## config.mk

```make
export PLATFORM = sky130hd
export DESIGN_NAME = alu_requester_flat
export DESIGN_NICKNAME = d
export VERILOG_FILES = /design/src/rtl/alu_req_pkg.sv /design/src/rtl/alu_requester_if.sv /design/src/rtl/alu_req_timer.sv /design/src/rtl/alu_requester.sv /design/src/flat_wrapper.sv
export SDC_FILE = /design/constraint.sdc
export NUM_CORES = 1
export LEC_CHECK = 0
export BUFFER_PORTS_ARGS = -buffer_cell sky130_fd_sc_hd__buf_2
export CORE_MARGIN = 2
export CORE_UTILIZATION = 47
export CTS_CLUSTER_DIAMETER = 150
export DETAILED_ROUTE_END_ITERATION = 10
export PLACE_DENSITY = 0.83
export REMOVE_ABC_BUFFERS = 1
export SLEW_MARGIN = 0
export SYNTH_ARGS = -nofsm -noshare
export SYNTH_HDL_FRONTEND = slang
export SYNTH_HIERARCHICAL = 1
export SYNTH_SLANG_ARGS = --single-unit
export TNS_END_PERCENT = 100
```

## constraint.sdc

```tcl
create_clock -name clock -period 3.4 [get_ports clock]
set_input_delay 0.34 -clock clock [delete_from_list [all_inputs] [get_ports clock]]
set_output_delay 0.34 -clock clock [all_outputs]
set_load 0.05 [all_outputs]
```

## src/rtl/alu_req_pkg.sv

```systemverilog
// Shared types and constants for the ALU requester: FSM state encoding,
// 4-bit ALU opcodes and the default result width.
package alu_req_pkg;

  localparam int RESULT_W_DEF = 7;

  typedef enum logic [1:0] {
    ST_IDLE = 2'd0,
    ST_REQ  = 2'd1,
    ST_EXEC = 2'd2,
    ST_RESP = 2'd3
  } state_e;

  localparam logic [3:0] OP_ADD = 4'b0000;
  localparam logic [3:0] OP_SUB = 4'b0001;
  localparam logic [3:0] OP_MUL = 4'b0010;
  localparam logic [3:0] OP_AND = 4'b1000;
  localparam logic [3:0] OP_OR  = 4'b1001;
  localparam logic [3:0] OP_XOR = 4'b1010;
  localparam logic [3:0] OP_EQ  = 4'b1111;

endpackage

```

## src/rtl/alu_requester_if.sv

```systemverilog
// Command and response channels between a client (master) and the ALU
// requester (slave).
interface alu_requester_if #(
  parameter int RESULT_W = alu_req_pkg::RESULT_W_DEF
);
  // Both channels are valid/ready: a beat transfers on a rising clock edge
  // where valid and ready are both 1; once raised, valid and its payload
  // stay stable until that edge.
  logic                cmd_valid;
  logic                cmd_ready;
  logic [1:0]          cmd_a;
  logic [1:0]          cmd_b;
  logic [3:0]          cmd_sel;
  logic                rsp_valid;
  logic                rsp_ready;
  logic [RESULT_W-1:0] rsp_data;
  logic                rsp_carry;
  logic                rsp_err;

  modport master (
    output cmd_valid, cmd_a, cmd_b, cmd_sel, rsp_ready,
    input  cmd_ready, rsp_valid, rsp_data, rsp_carry, rsp_err
  );

  modport slave (
    input  cmd_valid, cmd_a, cmd_b, cmd_sel, rsp_ready,
    output cmd_ready, rsp_valid, rsp_data, rsp_carry, rsp_err
  );
endinterface

```

## src/rtl/alu_req_timer.sv

```systemverilog
// Grant-wait counter: counts enabled cycles and flags the last allowed one.
module alu_req_timer #(
  parameter int TIMEOUT = 15
) (
  input  logic clock,
  input  logic reset_n,
  input  logic clear,
  input  logic enable,
  output logic expire
);

  localparam logic [3:0] LAST = 4'(TIMEOUT - 1);

  logic [3:0] count;

  always_ff @(posedge clock or negedge reset_n) begin
    if (!reset_n)      count <= '0;
    else if (clear)    count <= '0;
    else if (enable)   count <= count + 4'd1;
  end

  assign expire = (count == LAST);

endmodule

```

## src/rtl/alu_requester.sv

```systemverilog
// Captures an ALU command, arbitrates for a shared ALU and returns its result.
// Optional grant-wait timeout is enabled by defining ALU_REQ_TIMEOUT_EN.
module alu_requester
  import alu_req_pkg::*;
#(
  parameter int TIMEOUT  = 15,
  parameter int RESULT_W = RESULT_W_DEF
) (
  input  logic                clock,
  input  logic                reset_n,
  alu_requester_if.slave      bus,
  output logic                req,
  input  logic                gnt,
  output logic [1:0]          alu_a,
  output logic [1:0]          alu_b,
  output logic [3:0]          alu_sel,
  input  logic [RESULT_W-1:0] alu_out,
  input  logic                alu_carry,
  output state_e              dbg_state
);

  if (TIMEOUT < 1 || TIMEOUT > 15) begin : g_timeout_range
    $error("alu_requester: TIMEOUT must be in 1..15");
  end

  state_e              state;
  logic                expire;
  logic                rsp_valid_q;
  logic [RESULT_W-1:0] rsp_data_q;
  logic                rsp_carry_q;

  // A grant still held from the previous transaction blocks new commands.
  assign bus.cmd_ready = (state == ST_IDLE) && !gnt;
  assign bus.rsp_valid = rsp_valid_q;
  assign bus.rsp_data  = rsp_data_q;
  assign bus.rsp_carry = rsp_carry_q;
  assign dbg_state     = state;

  always_ff @(posedge clock or negedge reset_n) begin
    if (!reset_n) begin
      state       <= ST_IDLE;
      req         <= 1'b0;
      rsp_valid_q <= 1'b0;
      rsp_data_q  <= '0;
      rsp_carry_q <= 1'b0;
      alu_a       <= '0;
      alu_b       <= '0;
      alu_sel     <= '0;
    end else begin
      case (state)
        ST_IDLE: begin
          if (bus.cmd_valid && bus.cmd_ready) begin
            alu_a   <= bus.cmd_a;
            alu_b   <= bus.cmd_b;
            alu_sel <= bus.cmd_sel;
            req     <= 1'b1;
            state   <= ST_REQ;
          end
        end
        ST_REQ: begin
          if (gnt) begin
            state <= ST_EXEC;
          end else if (expire) begin
            req         <= 1'b0;
            rsp_valid_q <= 1'b1;
            rsp_data_q  <= '0;
            rsp_carry_q <= 1'b0;
            state       <= ST_RESP;
          end
        end
        ST_EXEC: begin
          req         <= 1'b0;
          rsp_valid_q <= 1'b1;
          rsp_data_q  <= alu_out;
          rsp_carry_q <= alu_carry;
          state       <= ST_RESP;
        end
        ST_RESP: begin
          if (bus.rsp_ready) begin
            rsp_valid_q <= 1'b0;
            state       <= ST_IDLE;
          end
        end
        default: state <= ST_IDLE;
      endcase
    end
  end

`ifdef ALU_REQ_TIMEOUT_EN
  logic timer_clear;
  logic timer_enable;
  logic err_q;

  assign timer_clear  = (state != ST_REQ) || gnt || expire;
  assign timer_enable = (state == ST_REQ) && !gnt;

  alu_req_timer #(.TIMEOUT(TIMEOUT)) u_timer (
    .clock  (clock),
    .reset_n(reset_n),
    .clear  (timer_clear),
    .enable (timer_enable),
    .expire (expire)
  );

  // Error flag follows the path that leads into RESP and holds there.
  always_ff @(posedge clock or negedge reset_n) begin
    if (!reset_n)                                  err_q <= 1'b0;
    else if ((state == ST_REQ) && !gnt && expire)  err_q <= 1'b1;
    else if (state == ST_EXEC)                     err_q <= 1'b0;
  end

  assign bus.rsp_err = err_q;
`else
  assign expire      = 1'b0;
  assign bus.rsp_err = 1'b0;
`endif

endmodule

```

## src/flat_wrapper.sv

```systemverilog
// flat-port wrapper written by rule: the top's interface ports become plain ports
module alu_requester_flat import alu_req_pkg::*;
#(
  parameter int TIMEOUT  = 15,
  parameter int RESULT_W = RESULT_W_DEF
)
  (clock, reset_n, req, gnt, alu_a, alu_b, alu_sel, alu_out, alu_carry, dbg_state, bus_cmd_valid, bus_cmd_a, bus_cmd_b, bus_cmd_sel, bus_rsp_ready, bus_cmd_ready, bus_rsp_valid, bus_rsp_data, bus_rsp_carry, bus_rsp_err);
  alu_requester_if #(.RESULT_W(RESULT_W)) bus_i ();
  input  logic clock;
  input  logic reset_n;
  output logic req;
  input  logic gnt;
  output logic [1:0] alu_a;
  output logic [1:0] alu_b;
  output logic [3:0] alu_sel;
  input  logic [RESULT_W-1:0] alu_out;
  input  logic alu_carry;
  output state_e dbg_state;
  input wire logic [$bits(bus_i.cmd_valid)-1:0] bus_cmd_valid;
  input wire logic [$bits(bus_i.cmd_a)-1:0] bus_cmd_a;
  input wire logic [$bits(bus_i.cmd_b)-1:0] bus_cmd_b;
  input wire logic [$bits(bus_i.cmd_sel)-1:0] bus_cmd_sel;
  input wire logic [$bits(bus_i.rsp_ready)-1:0] bus_rsp_ready;
  output wire logic [$bits(bus_i.cmd_ready)-1:0] bus_cmd_ready;
  output wire logic [$bits(bus_i.rsp_valid)-1:0] bus_rsp_valid;
  output wire logic [$bits(bus_i.rsp_data)-1:0] bus_rsp_data;
  output wire logic [$bits(bus_i.rsp_carry)-1:0] bus_rsp_carry;
  output wire logic [$bits(bus_i.rsp_err)-1:0] bus_rsp_err;
  assign bus_i.cmd_valid = bus_cmd_valid;
  assign bus_i.cmd_a = bus_cmd_a;
  assign bus_i.cmd_b = bus_cmd_b;
  assign bus_i.cmd_sel = bus_cmd_sel;
  assign bus_i.rsp_ready = bus_rsp_ready;
  assign bus_cmd_ready = bus_i.cmd_ready;
  assign bus_rsp_valid = bus_i.rsp_valid;
  assign bus_rsp_data = bus_i.rsp_data;
  assign bus_rsp_carry = bus_i.rsp_carry;
  assign bus_rsp_err = bus_i.rsp_err;
  alu_requester #(.TIMEOUT(TIMEOUT), .RESULT_W(RESULT_W)) u_core (.clock(clock), .reset_n(reset_n), .bus(bus_i), .req(req), .gnt(gnt), .alu_a(alu_a), .alu_b(alu_b), .alu_sel(alu_sel), .alu_out(alu_out), .alu_carry(alu_carry), .dbg_state(dbg_state));
endmodule
```

==> results of run 1 <==
## metrics by stage
stage / area, um^2 / utilization [%]
finish: 1120 / 64.9
global route: 1120 / 64.9
CTS: 1120 / 64.9
detailed placement: 1070 / 62.2
global placement: 1070 / 62.2
floorplan: 838 / -
## registers in the layout (all words and copies together) (netlist names)
register	flops
u_core/req	1
u_core/bus.rsp_carry	1
u_core/bus.rsp_data	7
u_core/alu_b	2
u_core/bus.rsp_valid	1
u_core/dbg_state	2
u_core/alu_sel	4
u_core/alu_a	2
## worst max path at each step
stage,endpoint,cells after the start
after floorplan,u_core/dbg_state[1]$_DFFE_PN0P_,5
after global placement,u_core/dbg_state[1]$_DFFE_PN0P_,5
after detailed placement,u_core/dbg_state[1]$_DFFE_PN0P_,5
after CTS,u_core/dbg_state[1]$_DFFE_PN0P_,5
after global routing,u_core/dbg_state[1]$_DFFE_PN0P_,5
final,u_core/dbg_state[1]$_DFFE_PN0P_,5
## kinds of logic after synthesis
logic type / count (synthesis) / synth area share [%]
buffers and inverters: 7 / 3.80
adders and majority gates: 5 / 7.31
DFF: 20 / 58.5
and+or+nand+nor: 6 / 3.65
other: 1 / 0.438
AOI/OAI and AO/OA: 3 / 2.78
muxes: 18 / 23.5
## worst reg2reg max path: stages (launching register included)
cell and delay [ns]:
dfrtp_1 0.43, inv_1 0.14, ha_1 0.23, nand3b_1 0.37, a222oi_1 0.56, mux2_1 0.39
## synth_stat cells
master	instances
mux2i_1	1
a21oi_1	1
nand2_1	1
conb_1	1
dfrtp_1	20
nor2b_1	2
inv_1	4
buf_2	2
o2bb2ai_1	1
buf_4	1
nor2_1	2
a222oi_1	1
mux2_2	16
ha_1	5
mux2_1	1
nand3b_1	1
## metal layers
metal / GRT usage (%) / vias to the layer above / wire length (um)
li1: - / 285 / -
met1: 18.5 / 308 / 581
met2: 31.1 / 20 / 926
met3: 2.75 / 4 / 81
met4: 16.7 / 0 / 55
met5: 0 / - / 0
## cell type report
| type | instances | share of cell area (%) |
|---|---|---|
| clock buffer | 4 | 3.24 |
| timing repair buffer | 42 | 19.2 |
| inverter | 4 | 1.34 |
| multi-input combinational | 33 | 28.8 |
| tap | 25 | 2.79 |
| sequential | 20 | 44.6 |
## repair_timing
item | CTS | global route
hold buffers | 1 | 0
setup endpoints to repair | 0 | 0
endpoints found under the hold margin | 20 | 0
==> results by group, run 1 <==
Status
  – Outcome: finished clean

Global route
  – GRT overflow: 0
  – Largest net degree at the start of global routing: 21
  – Total GRT Usage: 18.1%
  – Number of global-route vias before repair: 598
  – Initial antenna violation count: 0
  – First-pass GRT wire length: 2590 um

Routing
  – DR WL/cell: 12.9 um
  – Detailed Route Iter0 Violations: 11
  – DR pass1 iterations: 5
  – Drt total wl: 1650 um
  – Residual DRC count: 0
  – Routed vias: 617
  – Post-DRT Antenna Nets: 0
  – Routed vias/inst: 4.82

Placement
  – Dpl cells: 123
  – Gpl congestion: 0.774
  – DPL Wire Length: 1260 um
  – Number of port buffers: 41
  – Worst slack, placed: 1.19 ns

STA
  – Fin crit period: 2.22 ns
  – Max-Slew Margin vs Limit: 64.7%
  – Final Worst Setup Slack: 1.18 ns
  – Max Clock Skew: 0.000491 ns
  – Setup TNS Final: 0 ns
  – F_max: 450 MHz
  – Hold Fails Final Rpt: 0
  – RSZ-0062 raised after global routing: false
  – Hold slack: 0.267 ns
  – Setup violators final: 0
  – Max Slew Vio Count: 0
  – Worst Max-Slew Pin Slew: 0.530 ns
  – Fin crit share: 65.4%

Floorplan
  – Std cell rows: 15
  – Ports: 43
  – Initial Utilization: 49.6%
  – Chip width: 46.7 um
  – Die Footprint: 2180 um^2
  – Core Footprint: 1730 um^2
  – Chip height: 46.7 um

Worst setup path
  – Cells on worst reg2reg path: 5
  – R2R setup slack: 1.18 ns
  – CP Launch Point: u_core/dbg_state[0]$_DFFE_PN0P_
  – CP Max Fanout: 11
  – Worst path slowest cell: a222oi_1
  – CP arrival: 2.41 ns
  – Critical Path RT: 3.58 ns
  – Reg-to-reg critical path endpoint: u_core/dbg_state[1]$_DFFE_PN0P_
  – Critical path buffer and inverter count: 1
  – Crit. End Element: flip-flop
  – Worst path cell trace: inv_1 > ha_1 > nand3b_1 > a222oi_1 > mux2_1
  – WS Path Type: flip-flop to flip-flop
  – Reg2Reg Launch Point: u_core/dbg_state[0]$_DFFE_PN0P_
  – Crit-path leading delay family: compound AO/OA/AOI/OAI gates
  – Largest stage delay, worst path: 0.56 ns
  – Crit start category: flip-flop

Yosys
  – Top cells by area, synth: dfrtp_1, mux2_2, ha_1, inv_1, nor2b_1
  – Area leader, netlist: dfrtp_1
  – Post-synth cell types: 16
  – Mapped cell area: 856 um^2
  – YS warnings: 6
  – Sequential element share of the synthesized area: 58.5%
  – Share of the synthesized area in the top cell type: 58.5%
  – Post-Syn Instances: 60
  – Yosys reg bits: 20
  – Mean Syn Cell Area: 14.3 um^2

Clock network
  – Clock buffer depth: 2
  – TritonCTS buffer count: 3
  – TritonCTS Sinks: 20
  – Clock Root Buffer: clkbuf_4
  – CTS clk-pin slew, worst paths: 0.10 ns
  – Post-CTS setup buffer count: 0
  – Worst skew pair latency: 0.29 ns
  – # resized after CTS: 0
  – CTS tree: yes
  – Htree depth: 1

Final layout
  – Final #Nets: 130
  – Layout cells sized above 1: 59.2%
  – Most common cell after layout, fill and taps aside: buf_2
  – Finished Layout Cells: 128
  – Area of the multi-input gates: 323 um^2
  – Reg area: 500 um^2
  – ANT cells: 0
  – Fill cells: 153
  – Area grow syn2layout: 31.0%
  – Most frequent cells in the layout: buf_2, dfrtp_1, mux2_2

Hold path
  – Worst hold endpoint: u_core/alu_a[0]$_DFFE_PN0P_
  – Hold WC Path Type: primary input to flip-flop
  – Hold path start: bus_cmd_a[0]
  – Hold depth: 2

Flow run
  – # Max-Cap Violations: 0
Power of run 1 is left out: the tool's default activity adds up to more than one toggle a clock period on the data nets, which glitch-free logic cannot reach.
==> inputs of run 2 (changes only) <==
--- a/config.mk
+++ b/config.mk
@@ -7,10 +7,10 @@
 export LEC_CHECK = 0
 export BUFFER_PORTS_ARGS = -buffer_cell sky130_fd_sc_hd__buf_2
 export CORE_MARGIN = 2
-export CORE_UTILIZATION = 47
+export CORE_UTILIZATION = 43
 export CTS_CLUSTER_DIAMETER = 150
 export DETAILED_ROUTE_END_ITERATION = 10
-export PLACE_DENSITY = 0.83
+export PLACE_DENSITY = 0.77
 export REMOVE_ABC_BUFFERS = 1
 export SLEW_MARGIN = 0
 export SYNTH_ARGS = -nofsm -noshare
==> constraint.sdc (replaced) <==
create_clock -name clock -period 2.3 [get_ports clock]
set_input_delay 0.23 -clock clock [delete_from_list [all_inputs] [get_ports clock]]
set_output_delay 0.23 -clock clock [all_outputs]
set_load 0.05 [all_outputs]
==> results by group, run 2 (synthesis results as in run 1) <==
STA
  – Fin crit period: 1.74 ns (was 2.22 ns)
  – Hold Fails Final Rpt: 0 (unchanged)
  – Setup TNS Final: 0 ns (unchanged)
  – Fin crit share: 75.6% (was 65.4%)
  – RSZ-0062 raised after global routing: false (unchanged)
  – Setup violators final: 0 (unchanged)
  – Max Slew Vio Count: 0 (unchanged)
  – F_max: 575 MHz (was 450 MHz)
  – Max Clock Skew: 0.00218 ns (was 0.000491 ns)

Worst setup path
  – CP arrival: 1.91 ns (was 2.41 ns)
  – Worst path slowest cell: dfrtp_1 (was a222oi_1)
  – CP Max Fanout: 4 (was 11)
  – Critical Path RT: 2.48 ns (was 3.58 ns)
  – WS Path Type: flip-flop to flip-flop (unchanged)
  – Cells on worst reg2reg path: 5 (unchanged)
  – Worst path cell trace: inv_1 > ha_1 > nand3b_1 > a222oi_1 > mux2_1 (unchanged)
  – Largest stage delay, worst path: 0.42 ns (was 0.56 ns)
  – Crit. End Element: flip-flop (unchanged)
  – Crit start category: flip-flop (unchanged)

Clock network
  – Post-CTS setup buffer count: 0 (unchanged)
  – Worst skew pair latency: 0.28 ns (was 0.29 ns)
  – CTS clk-pin slew, worst paths: 0.10 ns (about the same)
  – Htree depth: 1 (unchanged)
  – Clock Root Buffer: clkbuf_4 (unchanged)
  – TritonCTS Sinks: 20 (unchanged)
  – Clock buffer depth: 2 (unchanged)
  – TritonCTS buffer count: 3 (unchanged)
  – CTS tree: yes (unchanged)

Floorplan
  – Initial Utilization: 44.5% (was 49.6%)
  – Ports: 43 (unchanged)
  – Core Footprint: 1920 um^2 (was 1730 um^2)
  – Die Footprint: 2360 um^2 (was 2180 um^2)
  – Std cell rows: 16 (was 15)
  – Chip width: 48.6 um (was 46.7 um)
  – Chip height: 48.6 um (was 46.7 um)

Hold path
  – Hold depth: 2 (unchanged)
  – Hold WC Path Type: primary input to flip-flop (unchanged)

Placement
  – Gpl congestion: 0.699 (was 0.774)
  – Number of port buffers: 41 (unchanged)
  – DPL Wire Length: 1140 um (was 1260 um)

Routing
  – Post-DRT Antenna Nets: 0 (unchanged)
  – Detailed Route Iter0 Violations: 4 (was 11)
  – Routed vias: 585 (was 617)
  – DR WL/cell: 11.4 um (was 12.9 um)
  – Routed vias/inst: 4.50 (was 4.82)
  – Drt total wl: 1490 um (was 1650 um)
  – DR pass1 iterations: 4 (was 5)
  – Residual DRC count: 0 (unchanged)

Flow run
  – # Max-Cap Violations: 0 (unchanged)

Final layout
  – Most frequent cells in the layout: buf_2, dfrtp_1, mux2_2 (unchanged)
  – Area grow syn2layout: 30.6% (was 31.0%)
  – Max reg flops: 7 (unchanged)
  – Most common cell after layout, fill and taps aside: buf_2 (unchanged)
  – Final #Nets: 131 (was 130)
  – Layout cells sized above 1: 59.2% (unchanged)
  – ANT cells: 0 (unchanged)

Global route
  – GRT overflow: 0 (unchanged)
  – Total GRT Usage: 14.0% (was 18.1%)
  – Initial antenna violation count: 0 (unchanged)
  – First-pass GRT wire length: 2590 um (unchanged)
  – Largest net degree at the start of global routing: 21 (unchanged)
  – Number of global-route vias before repair: 598 (unchanged)

Status
  – Outcome: finished clean (unchanged)
[run 2: changes by cell type in the layout (fill, tap and decap cells not counted)]
cell and change:
buf_4 +1, clkbuf_8 -1
[run 2: per-layer routing]
layer | part of all wire [%] | track usage, % | wire, um | vias up
met1 | 45 | 18.1 | 673 | 274
li1 | - | - | - | 291
met5 | 0 | 0 | 0 | -
met2 | 48 | 23.3 | 715 | 18
met4 | 0.67 | 5.71 | 10 | 0
met3 | 5.7 | 2.16 | 85 | 2
[run 2: worst max-delay path: cells and delay by family, from the launching register on]
kind	cells	cell delay, ns
AO/OA/AOI/OAI	1	0.39
adder cells (fa/ha/maj)	1	0.21
buffers and inverters	1	0.13
flip-flops	1	0.42
multiplexers	1	0.37
AND/OR/NAND/NOR	1	0.12
[run 2: path summary, 6_finish.rpt]
| check | start | to | slack (ns) |
|---|---|---|---|
| worst max-delay path | u_core/dbg_state[0]$_DFFE_PN0P_ | u_core/dbg_state[1]$_DFFE_PN0P_ | 0.56 |
| worst min-delay path | bus_cmd_sel[3] | u_core/alu_sel[3]$_DFFE_PN0P_ | 0.17 |
| worst max register to register | u_core/dbg_state[0]$_DFFE_PN0P_ | u_core/dbg_state[1]$_DFFE_PN0P_ | 0.56 |
| worst min register to register | u_core/alu_sel[0]$_DFFE_PN0P_ | u_core/alu_sel[0]$_DFFE_PN0P_ | 0.51 |
| max in group asynchronous | reset_n | u_core/req$_DFFE_PN0P_ | 1.59 |
| min in group asynchronous | reset_n | u_core/bus.rsp_data[3]$_DFFE_PN0P_ | 0.41 |
[run 2: through the flow]
stage	hold WS, ns	instances	utilization (%)	instance area [um^2]	setup slack, ns
after floorplan	-0.0656	57	-	838	0.163
after global placement	0.188	126	56.4	1080	0.631
after detailed placement	0.198	126	56.4	1080	0.560
after CTS	0.158	130	58.1	1120	0.547
after global routing	0.149	130	58.1	1120	0.420
final	0.166	130	58.1	1120	0.562
[run 2: final cells by class]
class | count | area (um^2)
repair buffers | 43 | 223
multi-input cells | 33 | 323
well taps | 27 | 33.8
clock buffers | 3 | 22.5
fillers | 172 | 805
flip-flops and latches | 20 | 500
inverters | 4 | 15.0
[run 2: what timing repair did]
action / in CTS / in global routing
hold buffers: 1 / 0
endpoints found under the hold margin: 20 / 0
resized for setup: 0 / 0
Power of run 2 is left out for the same reason.
==> inputs of run 3 (changes only) <==
--- a/config.mk
+++ b/config.mk
@@ -5,12 +5,13 @@
 export SDC_FILE = /design/constraint.sdc
 export NUM_CORES = 1
 export LEC_CHECK = 0
+export ABC_AREA = 1
 export BUFFER_PORTS_ARGS = -buffer_cell sky130_fd_sc_hd__buf_2
 export CORE_MARGIN = 2
-export CORE_UTILIZATION = 43
+export CORE_UTILIZATION = 40
 export CTS_CLUSTER_DIAMETER = 150
 export DETAILED_ROUTE_END_ITERATION = 10
-export PLACE_DENSITY = 0.77
+export PLACE_DENSITY = 0.74
 export REMOVE_ABC_BUFFERS = 1
 export SLEW_MARGIN = 0
 export SYNTH_ARGS = -nofsm -noshare
==> constraint.sdc (replaced) <==
create_clock -name clock -period 1.5 [get_ports clock]
set_input_delay 0.15 -clock clock [delete_from_list [all_inputs] [get_ports clock]]
set_output_delay 0.15 -clock clock [all_outputs]
set_load 0.05 [all_outputs]
==> results by group, run 3 <==
Status
  – Outcome: finished clean (unchanged)

STA
  – F_max: 720 MHz
  – Max Slew Vio Count: 0 (unchanged)
  – Fin crit share: 92.6%
  – Hold Fails Final Rpt: 0 (unchanged)
  – RSZ-0062 raised after global routing: false (unchanged)
  – Setup violators final: 0 (unchanged)
  – Max Clock Skew: 0.00529 ns (was 0.00218 ns)
  – Fin crit period: 1.39 ns

Yosys
  – Post-Syn Instances: 104 (was 60)
  – Sequential element share of the synthesized area: 54.9% (was 58.5%)
  – Area leader, netlist: dfrtp_1 (unchanged)
  – Post-synth ARST share: 100% (unchanged)
  – Yosys reg bits: 20 (unchanged)
  – Top cells by area, synth: dfrtp_1, nand2_1, ha_1, nand3_1, inv_2 (was dfrtp_1, mux2_2, ha_1, inv_1, nor2b_1)
  – Share of the synthesized area in the top cell type: 54.9% (was 58.5%)
  – Count leader, synth: nand2_1 (was dfrtp_1)
  – YS warnings: 6 (unchanged)
  – Synth cell count leaders: nand2_1, dfrtp_1, nand3_1, ha_1, inv_2 (was dfrtp_1, mux2_2, ha_1, inv_1)
  – Top FF cell, synth: dfrtp_1 (unchanged)
  – Mean Syn Cell Area: 8.76 um^2 (was 14.3 um^2)
  – Post-synth cell types: 17 (was 16)
  – EDFF count, synth: 0 (unchanged)
  – Mapped cell area: 911 um^2 (was 856 um^2)

Final layout
  – Post-route cell area: 1210 um^2 (was 1120 um^2)
  – Final #Nets: 178 (was 131)
  – Finished Layout Cells: 178 (was 130)
  – ANT cells: 0 (unchanged)
  – Area grow syn2layout: 32.7% (was 30.6%)
  – Fill cells: 195 (was 172)
  – Area of the multi-input gates: 365 um^2 (was 323 um^2)
  – Reg area: 500 um^2 (unchanged)
  – Layout cells sized above 1: 39.3% (was 59.2%)
  – Max reg flops: 7 (unchanged)
  – Most frequent cells in the layout: nand2_1, buf_2, dfrtp_1 (was buf_2, dfrtp_1, mux2_2)
  – Final Util: 55.2% (was 58.1%)
  – Most common cell after layout, fill and taps aside: nand2_1 (was buf_2)

Hold path
  – Hold WC Path Type: primary input to flip-flop (unchanged)
  – Worst hold endpoint: u_core/bus.rsp_data[5]$_DFFE_PN0P_ (was u_core/alu_sel[3]$_DFFE_PN0P_)
  – Hold depth: 3 (was 2)
  – Hold path start: alu_out[5] (was bus_cmd_sel[3])

Floorplan
  – Ports: 43 (unchanged)
  – Core Footprint: 2190 um^2 (was 1920 um^2)
  – Initial Utilization: 41.6% (was 44.5%)
  – Die Footprint: 2670 um^2 (was 2360 um^2)
  – Std cell rows: 17 (was 16)
  – Chip height: 51.7 um (was 48.6 um)
  – Chip width: 51.7 um (was 48.6 um)

Global route
  – Initial antenna violation count: 0 (unchanged)
  – GRT overflow: 0 (unchanged)
  – Number of global-route vias before repair: 750 (was 598)
  – First-pass GRT wire length: 3170 um (was 2590 um)
  – Total GRT Usage: 16.0% (was 14.0%)
  – Largest net degree at the start of global routing: 21 (unchanged)

Routing
  – Detailed Route Iter0 Violations: 11 (was 4)
  – Routed vias: 809 (was 585)
  – DR WL/cell: 10.8 um (was 11.4 um)
  – DR pass1 iterations: 4 (unchanged)
  – Drt total wl: 1920 um (was 1490 um)
  – Post-DRT Antenna Nets: 0 (unchanged)
  – Residual DRC count: 0 (unchanged)
  – Routed vias/inst: 4.54 (was 4.50)

Worst setup path
  – WS Path Type: flip-flop to output pin (was flip-flop to flip-flop)
  – R2R setup slack: 0.26 ns (was 0.56 ns)
  – Worst path cell trace: inv_2 > ha_4 > inv_2 > nor2_4 > buf_6 (was inv_1 > ha_1 > nand3b_1 > a222oi_1 > mux2_1)
  – Cells on worst reg2reg path: 6 (was 5)
  – Reg2Reg Launch Point: u_core/dbg_state[1]$_DFFE_PN0P_ (was u_core/dbg_state[0]$_DFFE_PN0P_)
  – Critical Path RT: 1.35 ns (was 2.48 ns)
  – Crit. End Element: output pin (was flip-flop)
  – CP Max Fanout: 3 (was 4)
  – Worst path slowest cell: dfrtp_1 (unchanged)
  – Most common cell on crit path: inv_2
  – Reg-to-reg critical path endpoint: u_core/bus.rsp_data[6]$_DFFE_PN0P_ (was u_core/dbg_state[1]$_DFFE_PN0P_)
  – Crit start category: flip-flop (unchanged)
  – CP arrival: 1.24 ns (was 1.91 ns)
  – Largest stage delay, worst path: 0.41 ns (was 0.42 ns)

Clock network
  – Clock Root Buffer: clkbuf_4 (unchanged)
  – Clock buffer depth: 2 (unchanged)
  – Worst skew pair latency: 0.28 ns (about the same)
  – CTS clk-pin slew, worst paths: 0.10 ns (about the same)
  – Htree depth: 1 (unchanged)
  – TritonCTS Sinks: 20 (unchanged)
  – TritonCTS buffer count: 3 (unchanged)
  – CTS tree: yes (unchanged)

Flow run
  – # Max-Cap Violations: 0 (unchanged)

Placement
  – Gpl congestion: 0.738 (was 0.699)
  – Number of port buffers: 41 (unchanged)
  – Placed Area: 1140 um^2 (was 1080 um^2)
  – DPL Wire Length: 1470 um (was 1140 um)
  – Dpl cells: 172 (was 126)
-- run 3: what timing repair did --
action                                  in CTS  in global routing
hold endpoints to repair                    20                  0
endpoints found under the setup margin       1                  1
hold buffers                                 1                  0
gates resized for setup                      3                  3
buffers inserted                             2                  0
cloned                                       0                  0
-- run 3: metrics by stage --
step                setup TNS, ns  hold WS [ns]  worst slack [ns]
global route                    0        0.0599            0.0158
detailed placement              0         0.117             0.183
CTS                             0        0.0604            0.0158
finish                          0        0.0726             0.112
global placement                0         0.111             0.218
floorplan                   -1.27        -0.146            -0.137
-- run 3: metal layers --
metal,share of wire [%],wire length [um],vias to the layer above,GRT usage (%)
met5,0,0,-,0
met4,0.94,18,0,6.58
met3,7.5,144,2,2.01
met2,50,959,36,27.8
met1,42,796,360,20.0
li1,-,-,411,-
-- run 3: critical path, delay by kind of cell (launching register included) --
| kind | cells | cell delay, ns |
|---|---|---|
| adder cells (fa/ha/maj) | 1 | 0.16 |
| buffers and inverters | 3 | 0.30 |
| flip-flops | 1 | 0.41 |
| AND/OR/NAND/NOR | 1 | 0.08 |
-- run 3: how the worst max path moves through the flow --
stage                     slack, ns                         endpoint  cells after the start                            start
after CTS                      0.02                    bus_cmd_ready                      5  u_core/dbg_state[0]$_DFFE_PN0P_
after global routing           0.02                    bus_cmd_ready                      5  u_core/dbg_state[0]$_DFFE_PN0P_
after floorplan               -0.14  u_core/dbg_state[0]$_DFFE_PN0P_                      5  u_core/dbg_state[0]$_DFFE_PN0P_
final                          0.11                    bus_cmd_ready                      5  u_core/dbg_state[0]$_DFFE_PN0P_
after detailed placement       0.18                    bus_cmd_ready                      5  u_core/dbg_state[0]$_DFFE_PN0P_
after global placement         0.22                    bus_cmd_ready                      5  u_core/dbg_state[0]$_DFFE_PN0P_
-- run 3: logic make-up (layout without fill, tap and decap cells) --
group	after synthesis	after routing	synth area share (%)
compound gates	3	3	2.34
fa+ha+maj	5	5	6.87
buf+inv	12	58	6.32
flops	20	20	54.9
other cells	1	1	0.412
simple gates	63	63	29.1
-- run 3: final cells by class --
class | count | area share [%]
flip-flops and latches | 20 | 41.4
multi-input cells | 72 | 30.2
repair buffers | 46 | 20.8
well taps | 28 | 2.90
inverters | 9 | 2.80
clock buffers | 3 | 1.86
Power of run 3 is left out for the same reason.
